File: src/rtl/dpram_arbiter.sv
// dpram_arbiter: two-client round-robin arbiter for the write port and the
// read port of a dual-port RAM. Read responses come back through a two-stage
// pipeline. A read and a write granted together to the same address return
// the new write data instead of the RAM's old contents.
module dpram_arbiter #(
  parameter int ADDR_W = 12,
  parameter int DATA_W = 64
) (
  input  logic              clk,
  input  logic              rst_n,
  // client A
  input  logic              a_req_valid,
  output logic              a_req_ready,
  input  logic              a_req_we,
  input  logic [ADDR_W-1:0] a_req_addr,
  input  logic [DATA_W-1:0] a_req_wdata,
  output logic              a_rsp_valid,
  output logic [DATA_W-1:0] a_rsp_rdata,
  // client B
  input  logic              b_req_valid,
  output logic              b_req_ready,
  input  logic              b_req_we,
  input  logic [ADDR_W-1:0] b_req_addr,
  input  logic [DATA_W-1:0] b_req_wdata,
  output logic              b_rsp_valid,
  output logic [DATA_W-1:0] b_rsp_rdata,
  // RAM ports
  output logic              ram_wr,
  output logic [ADDR_W-1:0] ram_wr_add,
  output logic [DATA_W-1:0] ram_in,
  output logic              ram_rd,
  output logic [ADDR_W-1:0] ram_rd_add,
  input  logic [DATA_W-1:0] ram_out
);

  // Priority bits: 0 = client A wins contention, 1 = client B wins.
  logic r_wr_prio;
  logic r_rd_prio;

  logic w_a_wr, w_b_wr, w_a_rd, w_b_rd;
  logic w_gnt_wr_a, w_gnt_wr_b, w_gnt_rd_a, w_gnt_rd_b;
  logic w_wr_gnt, w_rd_gnt, w_col;

  // Read pipeline stage 1 (control resets, forwarded data does not).
  logic              r_vld_p1;
  logic              r_own_p1;
  logic              r_col_p1;
  logic [DATA_W-1:0] r_fwd_p1;
  logic [DATA_W-1:0] w_rdata_p1;

  // Read pipeline stage 2 (the response registers).
  logic              r_a_vld_p2;
  logic              r_b_vld_p2;
  logic [DATA_W-1:0] r_a_rdata_p2;
  logic [DATA_W-1:0] r_b_rdata_p2;

  assign w_a_wr = a_req_valid &  a_req_we;
  assign w_b_wr = b_req_valid &  b_req_we;
  assign w_a_rd = a_req_valid & ~a_req_we;
  assign w_b_rd = b_req_valid & ~b_req_we;

  // Per-port grant: the priority holder wins a tie; all grants held off in reset.
  always_comb begin
    w_gnt_wr_a = 1'b0;
    w_gnt_wr_b = 1'b0;
    w_gnt_rd_a = 1'b0;
    w_gnt_rd_b = 1'b0;
    if (rst_n) begin
      if (w_a_wr && w_b_wr) begin
        w_gnt_wr_a = ~r_wr_prio;
        w_gnt_wr_b =  r_wr_prio;
      end else begin
        w_gnt_wr_a = w_a_wr;
        w_gnt_wr_b = w_b_wr;
      end
      if (w_a_rd && w_b_rd) begin
        w_gnt_rd_a = ~r_rd_prio;
        w_gnt_rd_b =  r_rd_prio;
      end else begin
        w_gnt_rd_a = w_a_rd;
        w_gnt_rd_b = w_b_rd;
      end
    end
  end

  assign w_wr_gnt = w_gnt_wr_a | w_gnt_wr_b;
  assign w_rd_gnt = w_gnt_rd_a | w_gnt_rd_b;

  // A client issues at most one request per cycle, so ready is the OR of its port grants.
  assign a_req_ready = w_gnt_wr_a | w_gnt_rd_a;
  assign b_req_ready = w_gnt_wr_b | w_gnt_rd_b;

  // RAM command mux; ungranted ports drive zero.
  always_comb begin
    ram_wr     = w_wr_gnt;
    ram_wr_add = '0;
    ram_in     = '0;
    ram_rd     = w_rd_gnt;
    ram_rd_add = '0;
    if (w_gnt_wr_a) begin
      ram_wr_add = a_req_addr;
      ram_in     = a_req_wdata;
    end else if (w_gnt_wr_b) begin
      ram_wr_add = b_req_addr;
      ram_in     = b_req_wdata;
    end
    if (w_gnt_rd_a) begin
      ram_rd_add = a_req_addr;
    end else if (w_gnt_rd_b) begin
      ram_rd_add = b_req_addr;
    end
  end

  assign w_col = w_wr_gnt & w_rd_gnt & (ram_wr_add == ram_rd_add);

  // Hand each port's priority to the other client after every grant of that port.
  always_ff @(posedge clk or negedge rst_n) begin
    if (!rst_n) begin
      r_wr_prio <= 1'b0;
      r_rd_prio <= 1'b0;
    end else begin
      if (w_gnt_wr_a) begin
        r_wr_prio <= 1'b1;
      end else if (w_gnt_wr_b) begin
        r_wr_prio <= 1'b0;
      end
      if (w_gnt_rd_a) begin
        r_rd_prio <= 1'b1;
      end else if (w_gnt_rd_b) begin
        r_rd_prio <= 1'b0;
      end
    end
  end

  // ---- stage 1: note who owns the accepted read and whether it collided ----
  always_ff @(posedge clk or negedge rst_n) begin
    if (!rst_n) begin
      r_vld_p1 <= 1'b0;
      r_own_p1 <= 1'b0;
      r_col_p1 <= 1'b0;
    end else begin
      r_vld_p1 <= w_rd_gnt;
      r_own_p1 <= w_gnt_rd_b;
      r_col_p1 <= w_col;
    end
  end

  // Capture the write data that a colliding read must return instead of the RAM's stale word.
  always_ff @(posedge clk) begin
    if (w_col) begin
      r_fwd_p1 <= ram_in;
    end
  end

  assign w_rdata_p1 = r_col_p1 ? r_fwd_p1 : ram_out;

  // ---- stage 2: register the response; rdata holds between pulses ----
  always_ff @(posedge clk or negedge rst_n) begin
    if (!rst_n) begin
      r_a_vld_p2   <= 1'b0;
      r_b_vld_p2   <= 1'b0;
      r_a_rdata_p2 <= '0;
      r_b_rdata_p2 <= '0;
    end else begin
      r_a_vld_p2 <= r_vld_p1 & ~r_own_p1;
      r_b_vld_p2 <= r_vld_p1 &  r_own_p1;
      if (r_vld_p1 && !r_own_p1) begin
        r_a_rdata_p2 <= w_rdata_p1;
      end
      if (r_vld_p1 && r_own_p1) begin
        r_b_rdata_p2 <= w_rdata_p1;
      end
    end
  end

  assign a_rsp_valid = r_a_vld_p2;
  assign a_rsp_rdata = r_a_rdata_p2;
  assign b_rsp_valid = r_b_vld_p2;
  assign b_rsp_rdata = r_b_rdata_p2;

endmodule

File: config.mk
export PLATFORM = sky130hd
export DESIGN_NAME = dpram_arbiter
export DESIGN_NICKNAME = d
export VERILOG_FILES = /design/src/rtl/dpram_arbiter.sv
export SDC_FILE = /design/constraint.sdc
export NUM_CORES = 1
export LEC_CHECK = 0
export CAP_MARGIN = 20
export CORE_AREA = 2 2 173 175
export DETAILED_ROUTE_END_ITERATION = 7
export DIE_AREA = 0 0 175 177
export PLACE_DENSITY = 0.66
export SLEW_MARGIN = 10
export SYNTH_ARGS = -nofsm -noshare
export SYNTH_HDL_FRONTEND = slang
export SYNTH_SLANG_ARGS = --single-unit
File: constraint.sdc
create_clock -name clk -period 6.33 [get_ports clk]
set_clock_uncertainty 0.15 [all_clocks]
set_input_delay 1.5825 -clock clk [delete_from_list [all_inputs] [get_ports clk]]
set_output_delay 1.5825 -clock clk [all_outputs]
set_load 0.005 [all_outputs]
==> summary.txt <==
Placed design
  – HPWL after DPL: 23.7 mm
  – Gp weighted congestion: between 0.8 and 0.9
  – Dpl ws: 0.571 ns
  – Buffers on Ports: 443

Drt
  – Routed vias/inst: 4.81
  – WL per Instance: 19.2 µm
  – Drt total wl: 31.5 mm
  – DRT iter0 DRCs: 538
  – Post-route ant nets: 0
  – Drt first pass iters: 5
  – DR vias: between 7000 and 8000
  – DRC: 0

Yosys
  – Post-Synthesis Cells: 825
  – FF+latch count, synth: 199
  – Top FF cell, synth: dfrtp_1
  – Post-Syn Area: between 8000 and 9000 µm²
  – Number of enable flip-flop cells after synthesis: 64
  – Syn nets: 1047
  – Syn_area_per_cell: ~11 µm²
  – Synth Warn #: 0
  – Sequential fraction of the synthesis area: 0.595
  – Post-synth ARST share: 0.678
  – Yosys cell types: 59

Global routing
  – First-pass GRT wire length: 46.7 mm
  – Vias in the first global route: 7658
  – Global Route Usage Sum: 0.197
  – Largest net degree at the start of global routing: 73
  – Initial antenna violation count: 1
  – GR Overflow Total: 0

Timing
  – Max frequency: 0.173 GHz
  – Setup TNS: 0 ns
  – # setup viols final: 0
  – Slew margin rel.: 0.411
  – Fin. Hold Viols: 0
  – Final hold slack: 0.331 ns
  – Unrepaired setup endpoints after global routing: false
  – Period minus WS final: 5.77 ns
  – Fin crit share: 0.912
  – Worst Max-Slew Pin Slew: 0.884 ns
  – Final WS setup: 0.559 ns
  – Final Slew Violations: 0

Floorplanning
  – Starting Density: 0.305
  – Chip width: roughly 180 µm
  – DIE AREA: 31000 µm²
  – Rows: 63
  – Chip height: 177 µm
  – IO Pins: 444
  – Core area: 29200 µm²

Hold path
  – Hold Crit Class: register to register

Clock tree
  – H-tree depth: 4
  – Resize count post-CTS: 0
  – CTS max path bufs: 2
  – Clk slew on worst S/H paths: 0.06 ns
  – TritonCTS Sinks: 199
  – Post-CTS Hold Fix Bufs: 0
  – Skew-Pair Late Insertion Delay: roughly 0.43 ns
  – # Post-CTS Setup Buffers: 0
  – CTS root buf: clkbuf_16
  – Cts bufs inserted: 17
  – CTS tree: yes

Finish
  – Final nets: between 1000 and 1500
  – Share of layout cells above drive strength 1: 0.0481
  – Area Overhead vs Synth: 60.1%

Critical path
  – Worst Path Class, Setup: primary input to output port
  – Slowest stage delay, CP: 0.60 ns
  – Worst EP required: 4.60 ns
  – CP Capture Type: output port
  – Critical Path Slowest Stage Cell: clkdlybuf4s50_1
  – Startpoint type of the worst setup path: primary input
  – CP Cell Sequence: clkdlybuf4s50_1 > and3_4 > and2_4 > buf_12 > a22o_1 > clkdlybuf4s50_1
  – Crit-path max FO: 56
  – Most frequent CP cell: clkdlybuf4s50_1
  – Worst EP arrival: 4.04 ns

Power
  – Tot Pwr: 0.00363 W
  – Switching share of power: 0.276
  – Switching power: 0.00100 W
  – Worst VDD drop: about 0.18 mV
  – Lkg Pwr: 5.38 nW
  – P per Cell Area: 254 nW/µm²
  – Internal power: about 0.0026 W
  – Logic pwr share: 0.259
  – Clock power share: 0.300
  – Reg power frac: 0.441

Status
  – Status: complete, no violations

Job
  – Max-cap violations: 0
==> cell type report <==
type	count	area, µm²
Clock inverter	13	130
Fill cell	2674	15000
Sequential cell	199	5300
Clock buffer	19	454
Antenna cell	1	2.50
Timing Repair Buffer	452	4530
Multi-Input combinational cell	551	3310
Tap cell	390	488
Inverter	13	48.8
==> synthesized netlist by cell type (all sizes together), types with 5 or more instances <==
| library cell | count | area [µm²] |
|---|---|---|
| a21oi | 93 | 465 |
| edfxtp | 64 | 1920 |
| buf | 15 | 98.8 |
| nand3 | 6 | 35.0 |
| inv | 13 | 48.8 |
| clkbuf | 47 | 176 |
| nor2b | 5 | 31.3 |
| dfrtp | 135 | 3380 |
| o211ai | 5 | 42.5 |
| o21ai | 72 | 364 |
| nor2 | 73 | 284 |
| nand2 | 115 | 434 |
| nor3 | 6 | 30.0 |
| a22o | 66 | 579 |
| mux2i | 65 | 651 |
==> power groups by stage <==
stage | sequential [W] | clock (W) | combinational (W)
final | 0.00160 | 0.00109 | 0.000941
after global routing | 0.00163 | 0.00117 | 0.00102
after CTS | 0.00160 | 0.00112 | 0.000956
after detailed placement | 0.00163 | 0 | 0.000953
after global placement | 0.00162 | 0 | 0.000944
after floorplan | 0.00164 | 0 | 0.000252
==> critical path, delay by kind of cell <==
| family | cells | cell delay (ns) |
|---|---|---|
| AND/OR/NAND/NOR | 2 | 0.83 |
| AO/OA/AOI/OAI | 1 | 0.19 |
| buffers and inverters | 3 | 1.40 |
==> cells by family after synthesis <==
kind of cell | after synthesis | share of synthesized area
AOI/OAI and AO/OA | 261 | 0.187
and+or+nand+nor | 222 | 0.106
xor gates and xnor gates | 3 | 0.00295
muxes | 65 | 0.0730
buffers and inverters | 75 | 0.0363
DFF | 199 | 0.595
==> worst paths after layout <==
| check | slack, ns | from | to | depth (start not counted) |
|---|---|---|---|---|
| max reg2reg | 2.87 | r_wr_prio$_DFFE_PN0P_ | r_fwd_p1[35]$_DFFE_PP_ | 7 |
| max | 0.56 | a_req_we | ram_in[52] | 6 |
| min | 0.33 | a_rsp_rdata[60]$_DFFE_PN0P_ | a_rsp_rdata[60]$_DFFE_PN0P_ | 2 |
| min in group asynchronous | 0.91 | rst_n | a_rsp_rdata[0]$_DFFE_PN0P_ | 1 |
| min reg2reg | 0.33 | a_rsp_rdata[60]$_DFFE_PN0P_ | a_rsp_rdata[60]$_DFFE_PN0P_ | 2 |
| max in group asynchronous | 3.83 | rst_n | r_col_p1$_DFF_PN0_ | 2 |
==> metal layers <==
metal | global-route usage | share of wire
met1 | 0.256 | 0.42
met2 | 0.337 | 0.51
met3 | 0.0374 | 0.057
met4 | 0.0549 | 0.015
met5 | 0 | 0
==> sequential cells by signal (all words and copies together) (netlist names) <==
| register | count |
|---|---|
| b_rsp_rdata | 64 |
| b_rsp_valid | 1 |
| r_wr_prio | 1 |
| a_rsp_rdata | 64 |
| r_own_p1 | 1 |
| r_vld_p1 | 1 |
| r_rd_prio | 1 |
| a_rsp_valid | 1 |
| r_col_p1 | 1 |
| r_fwd_p1 | 64 |
==> metrics by stage <==
step | cells | instance area (µm²) | utilization
3_3_place_gp | 1605 | 13700 | 0.468
3_5_place_dp | 1605 | 13700 | 0.468
4_1_cts | 1637 | 14300 | 0.488
5_1_grt | 1638 | 14300 | 0.488
2_1_floorplan | 825 | 8930 | -
6_report | 1638 | 14300 | 0.488
==> layout by cell type (no fill, tap or decap), types with 3 or more instances in the layout <==
master	instances
inv_1	12
nand3_1	5
o21ai_0	70
a22o_1	65
inv_8	4
nor2b_1	5
buf_4	7
o221ai_1	3
clkdlybuf4s50_1	442
nor2_1	71
dfrtp_1	134
mux2i_1	65
clkbuf_16	18
edfxtp_1	64
o211ai_1	4
a22oi_1	3
nand2_1	114
a31oi_1	3
o22ai_1	3
xor2_1	3
nor3_1	6
a21oi_1	93
Note: power is estimated with default switching activity, not from simulation.
